### config.mk
export PLATFORM = sky130hd
export DESIGN_NAME = pipe_hazard_ctrl
export DESIGN_NICKNAME = d
export VERILOG_FILES = /design/src/rtl/pipe_pkg.sv /design/src/rtl/haz_div_timer.sv /design/src/rtl/pipe_hazard_ctrl.sv
export SDC_FILE = /design/constraint.sdc
export NUM_CORES = 1
export LEC_CHECK = 0
export CAP_MARGIN = 20
export CELL_PAD_IN_SITES_DETAIL_PLACEMENT = 1
export CELL_PAD_IN_SITES_GLOBAL_PLACEMENT = 1
export CORE_MARGIN = 2
export CORE_UTILIZATION = 28
export CTS_CLUSTER_SIZE = 8
export DETAILED_ROUTE_END_ITERATION = 10
export PLACE_DENSITY_LB_ADDON = 0.1
export SETUP_SLACK_MARGIN = 0.4
export SKIP_LAST_GASP = 1
export SLEW_MARGIN = 20
export SYNTH_ARGS = -nofsm -noshare
export SYNTH_HDL_FRONTEND = slang
export SYNTH_SLANG_ARGS = --single-unit
### constraint.sdc
create_clock -name Clk -period 1.9 [get_ports Clk]
set_input_delay 0.285 -clock Clk [delete_from_list [all_inputs] [get_ports Clk]]
set_output_delay 0.285 -clock Clk [all_outputs]
set_load 0.03 [all_outputs]
### src/rtl/pipe_pkg.sv
// Shared definitions for the pipeline hazard controller: divide decode
// constants and the controller state encoding.
package pipe_pkg;

    localparam logic [5:0] OP_SPECIAL = 6'b000000;
    localparam logic [5:0] FUNCT_DIV  = 6'b011010;
    localparam logic [5:0] FUNCT_DIVU = 6'b011011;

    typedef enum logic {
        RUN      = 1'b0,
        DIV_WAIT = 1'b1
    } haz_state_e;

    function automatic logic is_div(input logic [5:0] op, input logic [5:0] funct);
        return (op == OP_SPECIAL) && ((funct == FUNCT_DIV) || (funct == FUNCT_DIVU));
    endfunction

endpackage

### src/rtl/haz_div_timer.sv
// Divide occupancy down-counter: loads on divide entry, counts down while the
// controller waits, and flags the final (release) cycle.
module haz_div_timer (
    input  logic       clk,
    input  logic       srst,
    input  logic       load,
    input  logic       active,
    input  logic [7:0] load_val,
    output logic [7:0] cnt,
    output logic       zero,
    output logic       done
);

    logic [7:0] cnt_reg;
    logic [7:0] cnt_next;

    always_comb begin
        cnt_next = cnt_reg;
        if (load) begin
            cnt_next = load_val;
        end else if (active && (cnt_reg != 8'd0)) begin
            cnt_next = cnt_reg - 8'd1;
        end
    end

    always_ff @(posedge clk) begin
        if (srst) begin
            cnt_reg <= 8'd0;
        end else begin
            cnt_reg <= cnt_next;
        end
    end

    assign cnt  = cnt_reg;
    assign zero = (cnt_reg == 8'd0);
    // Reset in the last cycle abandons the divide without a completion pulse.
    assign done = active && zero && !srst;

endmodule

### src/rtl/pipe_hazard_ctrl.sv
// Load-use / taken-branch / multi-cycle divide stall controller for the
// 5-stage pipeline. Optional saturating perf counters: HAZ_PERF_CNT_EN.
module pipe_hazard_ctrl
    import pipe_pkg::*;
#(
    parameter int DIV_LAT = 32,
    parameter int PERF_W  = 32
) (
    input  logic       Clk,
    input  logic       Rst,
    input  logic [5:0] ID_Op,
    input  logic [5:0] ID_Funct,
    input  logic [4:0] ID_Rs,
    input  logic [4:0] ID_Rt,
    input  logic       ID_UsesRs,
    input  logic       ID_UsesRt,
    input  logic       EX_Load,
    input  logic [4:0] EX_Rt,
    input  logic       EX_BrTaken,
    output logic       PC_En,
    output logic       IFID_En,
    output logic       IFID_Clrn,
    output logic       IDEX_En,
    output logic       IDEX_Clrn,
    output logic       EXMEM_En,
    output logic       Div_Busy,
    output logic       Div_Done
`ifdef HAZ_PERF_CNT_EN
    ,
    output logic [PERF_W-1:0] Perf_Stall,
    output logic [PERF_W-1:0] Perf_Flush
`endif
);

    localparam logic [7:0] DIV_LOAD = 8'(DIV_LAT - 1);

    haz_state_e state_reg;
    haz_state_e state_next;
    logic       div_load;
    logic       div_zero;
    logic [7:0] div_cnt;
    logic       flush_fire;
    logic       lu;
    logic       isdiv;

    assign isdiv = is_div(ID_Op, ID_Funct);
    assign lu    = EX_Load && (EX_Rt != 5'd0) &&
                   ((ID_UsesRs && (ID_Rs == EX_Rt)) || (ID_UsesRt && (ID_Rt == EX_Rt)));

    haz_div_timer u_timer (
        .clk      (Clk),
        .srst     (Rst),
        .load     (div_load),
        .active   (state_reg == DIV_WAIT),
        .load_val (DIV_LOAD),
        .cnt      (div_cnt),
        .zero     (div_zero),
        .done     (Div_Done)
    );

    always_comb begin
        PC_En      = 1'b0;
        IFID_En    = 1'b0;
        IFID_Clrn  = 1'b0;
        IDEX_En    = 1'b0;
        IDEX_Clrn  = 1'b0;
        EXMEM_En   = 1'b0;
        Div_Busy   = 1'b0;
        div_load   = 1'b0;
        flush_fire = 1'b0;
        state_next = state_reg;
        if (Rst) begin
            state_next = RUN;
        end else begin
            case (state_reg)
                RUN: begin
                    if (EX_BrTaken) begin
                        {PC_En, IFID_En, IDEX_En, EXMEM_En} = 4'b1111;
                        flush_fire = 1'b1;
                    end else if (lu) begin
                        // Hold PC and IF/ID; inject a bubble into ID/EX.
                        IFID_Clrn = 1'b1;
                        IDEX_En   = 1'b1;
                        EXMEM_En  = 1'b1;
                    end else begin
                        {PC_En, IFID_En, IDEX_En, EXMEM_En} = 4'b1111;
                        {IFID_Clrn, IDEX_Clrn}              = 2'b11;
                        if (isdiv) begin
                            div_load   = 1'b1;
                            state_next = DIV_WAIT;
                        end
                    end
                end
                DIV_WAIT: begin
                    {IFID_Clrn, IDEX_Clrn} = 2'b11;
                    Div_Busy               = 1'b1;
                    if (div_zero) begin
                        {PC_En, IFID_En, IDEX_En, EXMEM_En} = 4'b1111;
                        state_next = RUN;
                    end
                end
                default: state_next = RUN;
            endcase
        end
    end

    always_ff @(posedge Clk) begin
        if (Rst) begin
            state_reg <= RUN;
        end else begin
            state_reg <= state_next;
        end
    end

    logic unused_cnt;
    assign unused_cnt = ^div_cnt;

`ifdef HAZ_PERF_CNT_EN
    logic [1:0]        perf_inc;
    logic [PERF_W-1:0] perf_reg [2];

    assign perf_inc = {flush_fire, !PC_En && !Rst};

    for (genvar gi = 0; gi < 2; gi++) begin : g_perf
        always_ff @(posedge Clk) begin
            if (Rst) begin
                perf_reg[gi] <= '0;
            end else if (perf_inc[gi] && !(&perf_reg[gi])) begin
                perf_reg[gi] <= perf_reg[gi] + 1'b1;
            end
        end
    end

    assign Perf_Stall = perf_reg[0];
    assign Perf_Flush = perf_reg[1];
`else
    logic unused_perf;
    assign unused_perf = flush_fire ^ (PERF_W > 0);
`endif

endmodule

Word level (Yosys, flattened, before mapping)
Index checks and enable logic that the tools add are counted.

Register bits: 9. Input port bits: 33. Output and inout bits: 8.

$add $sub $neg: 1. Equal/unequal tests: 4. Muxes and demuxes: 24. Bitwise gates (word level): 1. Reduce and logical (&&, ||, !) cells: 17.

Operator list (number): 1-bit two-way mux (17); 6-bit by 5-bit equality test with 1-bit output, second input constant (2); 5-bit equality test (2); 5-bit two-way mux (2); 1-bit case mux with 2 select lines (5); 1-bit logical AND (8); 8-bit zero test (1); 8-bit nonzero test (1); 8-bit by 1-bit subtractor with 8-bit output, second input constant (1); 6-bit zero test (1); 5-bit nonzero test (1); 1-bit logical OR (2); 2-bit nonzero test (1); 2-bit OR reduction (1); 1-bit zero test (1); 1-bit NOT (1).

Depth between registers and ports, before layout
Depth in word-level cells: 9. Depth in mapped cells: 6. Gate-level depth less buffers: 6.

Modules after synthesis
Synthesis repeated with hierarchy kept, for this count alone.

Cell total of the unflattened synthesis: 102. Area, all modules: 768.2 µm².

Modules (own cells, without submodules): haz_div_timer (times used 1, cells each 60, area each 481.7 µm², sequential area each 160.2 µm²); pipe_hazard_ctrl (times used 1, cells each 42, area each 286.5 µm², sequential area each 20.0 µm²).

Worst setup path before layout
Ideal clock, no wire load.

Path kind: register to output. Start point: reg u_timer.cnt_reg[0] (netlist: u_timer.cnt[0]). End point: out PC_En. Data arrival time: 2.332 ns. Required time: 1.615 ns. Setup slack: -0.717 ns. Stages on the path, launching flop included: 7. Buffers on the path: 1. Cells stage by stage: dfxtp_1 > inv_1 > ha_1 > nor3b_1 > a21oi_1 > a311oi_1 > buf_4.

Longest elaborated chain between the ends: 4.

Ends and longest elaborated chain: start: declaration (line haz_div_timer.sv:14) `logic [7:0] cnt_reg;`; start signal: assignment (line haz_div_timer.sv:30) `cnt_reg <= cnt_next;`; 8-bit zero test (line haz_div_timer.sv:35) `assign zero = (cnt_reg == 8'd0);`; 1-bit two-way mux; 1-bit case mux with 2 select lines; 1-bit two-way mux; end: declaration (line pipe_hazard_ctrl.sv:20) `output logic PC_En,`.

No other way between the ends.

Worst setup path after layout
Start point: reg u_timer.cnt_reg[0] (netlist: u_timer.cnt[0]). End point: reg u_timer.cnt_reg[5] (netlist: u_timer.cnt[5]).

Longest elaborated chain between the ends: 2.

Ends and longest elaborated chain: parallel branches: the longest is 2 deep, another holds 8-bit by 1-bit subtractor with 8-bit output.

Parallel ways; which one is timed is not known. A chain may end at the register's enable or synchronous reset.

==> qor.yml <==
min-delay-path-class: "primary input to register"
fin_util: 0.6454
grt_pass1_wl_um: 5823
crit_end: "u_timer.cnt[5]$_SDFFE_PP0P_"
required_ps: 2060
wl_per_cell_um: 18.20
cpLargestDelayFamily: "simple AND/OR/NAND/NOR gates"
async_flop_share: 0
netlist.top_cell.by_area: "dfxtp_1"
slew_viol_final: 0
cts_buffers: 3
timing.fmax_mhz: 533.4
synth_enable_flop_cells: 0
cts_root_buffer: "clkbuf_4"
grt_max_degree: 9
grt_setup_unrepaired: "true"
rows: 19
cpPeakStageDelay_ps: 570
p_per_area_nw_per_um2: 294.4
chipWidth_um: 58.84
yosysWarnings: 0
crit_cells: 6
ys_seq_area_frac: 0.2140
leakagePower_uw: 0.0006958
start_util: 0.3002
htreeDepth: 1
slowest_stage: "or4b_4"
ys_seq_elements: 9
diodes: 0
critPathLaunchType: "register"
crit_fanout: 4
status: "completed"
ys_top_cells_by_count: "a21oi_1, nor2_1, xnor2_1"
grt_overflow: 0
synth_cell_type_count: 39
syn_area_sq_um: 842.1
endpoint_kind: "register"
num_io_pins: 41
synthCells: 105
avgSynthCellArea_sq_um: 8.020
place_congestion: 0.7660
post_dp_cell_area_sq_um: 1396
hold_viol: 0
hold_buffers: 0
setup_viol: 0
rr_startpoint: "u_timer.cnt[0]$_SDFFE_PP0P_"
fin_crit_sh: 0.9867
final_nets: 210
largest_reg_flops: 8
r2r_slack_ps: 30
maxCapViolations: 0
cts_sinks: 9
dieArea_sq_um: 3462
viasPerCell: 5.413
slew_headroom: 0.6925
fin_skew_ps: 5.034
drive_above_1_share: 0.5657
track_usage: 0.2260
grt_antenna_before_repair: 0
die_h_um: 58.84
worst_r2r_endpoint: "u_timer.cnt[5]$_SDFFE_PP0P_"
synthFlopType: "dfxtp_1"
worst_slack_ps: 25.20
postRouteAntennaNets: 0
drc: 0
rr_worst_depth: 6
core_sq_um: 2805
portBuffers: 39
worstPathArrival_ps: 2030
tightestPinTransition_ps: 457.1
drt_wl_total_um: 3749
dp_slack_ps: -459.0
clkTransAtPathRegs_ps: 70
path_buf_inv: 2
grt_pass1_vias: 1249
synth_most_common_cell: "a21oi_1"
worst-setup-path-type: "register to register"
worst_hold_slack_ps: 611.3
synth_nets: 139
yosysTopAreaCellShare: 0.2140
vdd_drop_max_uv: 181.2
hpwlAfterDp_um: 2510
synthTopCellsByArea: "dfxtp_1, xnor2_1, a21oi_1"
tritoncts: "built"
first_pass_iters: 4
num_vias: 1115
area_growth_pct: 115.0
min_period_ps: 1875
stdcell_area_sq_um: 1810
insertion_delay_ps: 270
path_cells: "buf_4, buf_6, or4b_4, nor3_2, mux2_2, o2111a_1"
clockBufferDepth: 2
drt_first_iter_violations: 17
p_total_uw: 533.0
timing.critical_path.from: "u_timer.cnt[0]$_SDFFE_PP0P_"
## cells by family (layout without fill, tap and decap cells)
kind of cell    Yosys count  after routing  share of synthesized area
fa+ha+maj                 1              1                    0.01486
buf+inv                  14             84                    0.08470
simple gates             37             37                     0.2734
xor+xnor                 10             10                     0.1040
mux                       4              4                    0.05200
compound gates           30             30                     0.2571
flops                     9              9                     0.2140
## worst min-delay path, stage by stage
cell and delay (ps):
buf_8 70, or4_4 120, o21ai_4 60, buf_4 170
nor2_4 90, a21oi_2 50
## per-layer routing
metal	vias up	share of wire	global-route usage
met4	0	0.042	0.08442
li1	535	-	-
met1	528	0.42	0.2540
met5	-	0	0
met2	42	0.50	0.4206
met3	10	0.037	0.03736
## final cells by class
cell class / count / area [sq um]
fillers: 308 / 994.7
multi-input cells: 82 / 845.8
repair buffers: 73 / 678.2
flip-flops and latches: 9 / 195.2
well taps: 31 / 38.79
clock buffers: 4 / 26.28
inverters: 7 / 26.28
## what timing repair did
item,CTS,global route
endpoints found under the setup margin,16,16
buffers inserted,11,4
pin swaps,15,11
resized for setup,71,29
## cell usage in the layout (no fill, tap or decap), types with 2 or more instances in the layout
master / netlist / final
dfxtp_1: 9 / 3
nor2_1: 10 / 7
dlygate4sd2_1: 0 / 9
dfxtp_4: 0 / 3
clkdlybuf4s50_1: 0 / 16
nand4_1: 3 / 3
inv_2: 0 / 3
buf_8: 0 / 2
nor2_4: 0 / 3
buf_4: 3 / 25
dfxtp_2: 0 / 3
xnor2_1: 10 / 6
o2111a_1: 3 / 3
o31ai_2: 0 / 3
buf_6: 1 / 17
nor3_2: 1 / 2
inv_1: 7 / 4
nor4_4: 0 / 2
clkbuf_4: 0 / 3
a21oi_1: 12 / 8
clkdlybuf4s15_1: 0 / 2
nor3_1: 3 / 2
nor4b_2: 0 / 2
a21oi_2: 0 / 2
nand2_1: 5 / 5
a21oi_4: 0 / 2
or4_4: 2 / 2
xnor2_2: 0 / 4
mux2_4: 0 / 2
## report_power, final
part / leakage, uW / switching, uW / internal (uW)
Clock: 0.0000150 / 75.0 / 81.3
Sequential: 0.0000764 / 0.0783 / 184
Combinational: 0.000604 / 80.8 / 111
Total: 0.000696 / 156 / 377
## worst min-delay path by stage
| stage | slack, ps | cells after the start | to | from |
|---|---|---|---|---|
| after floorplan | 540 | 3 | state_reg$_SDFF_PP0_ | EX_Rt[0] |
| after CTS | 620 | 6 | state_reg$_SDFF_PP0_ | EX_Rt[1] |
| after global placement | 690 | 4 | u_timer.cnt[0]$_SDFFE_PP0P_ | u_timer.cnt[0]$_SDFFE_PP0P_ |
| final | 610 | 6 | state_reg$_SDFF_PP0_ | EX_Rt[1] |
| after global routing | 630 | 6 | state_reg$_SDFF_PP0_ | EX_Rt[1] |
| after detailed placement | 710 | 4 | u_timer.cnt[0]$_SDFFE_PP0P_ | u_timer.cnt[0]$_SDFFE_PP0P_ |
## through the flow
| step | TNS, ps | cells |
|---|---|---|
| floorplan | -238.2 | 105 |
| global placement | -2303 | 187 |
| detailed placement | -2718 | 187 |
| CTS | 0 | 202 |
| global route | -139.4 | 206 |
| finish | 0 | 206 |
Note: power is estimated with default switching activity, not from simulation.
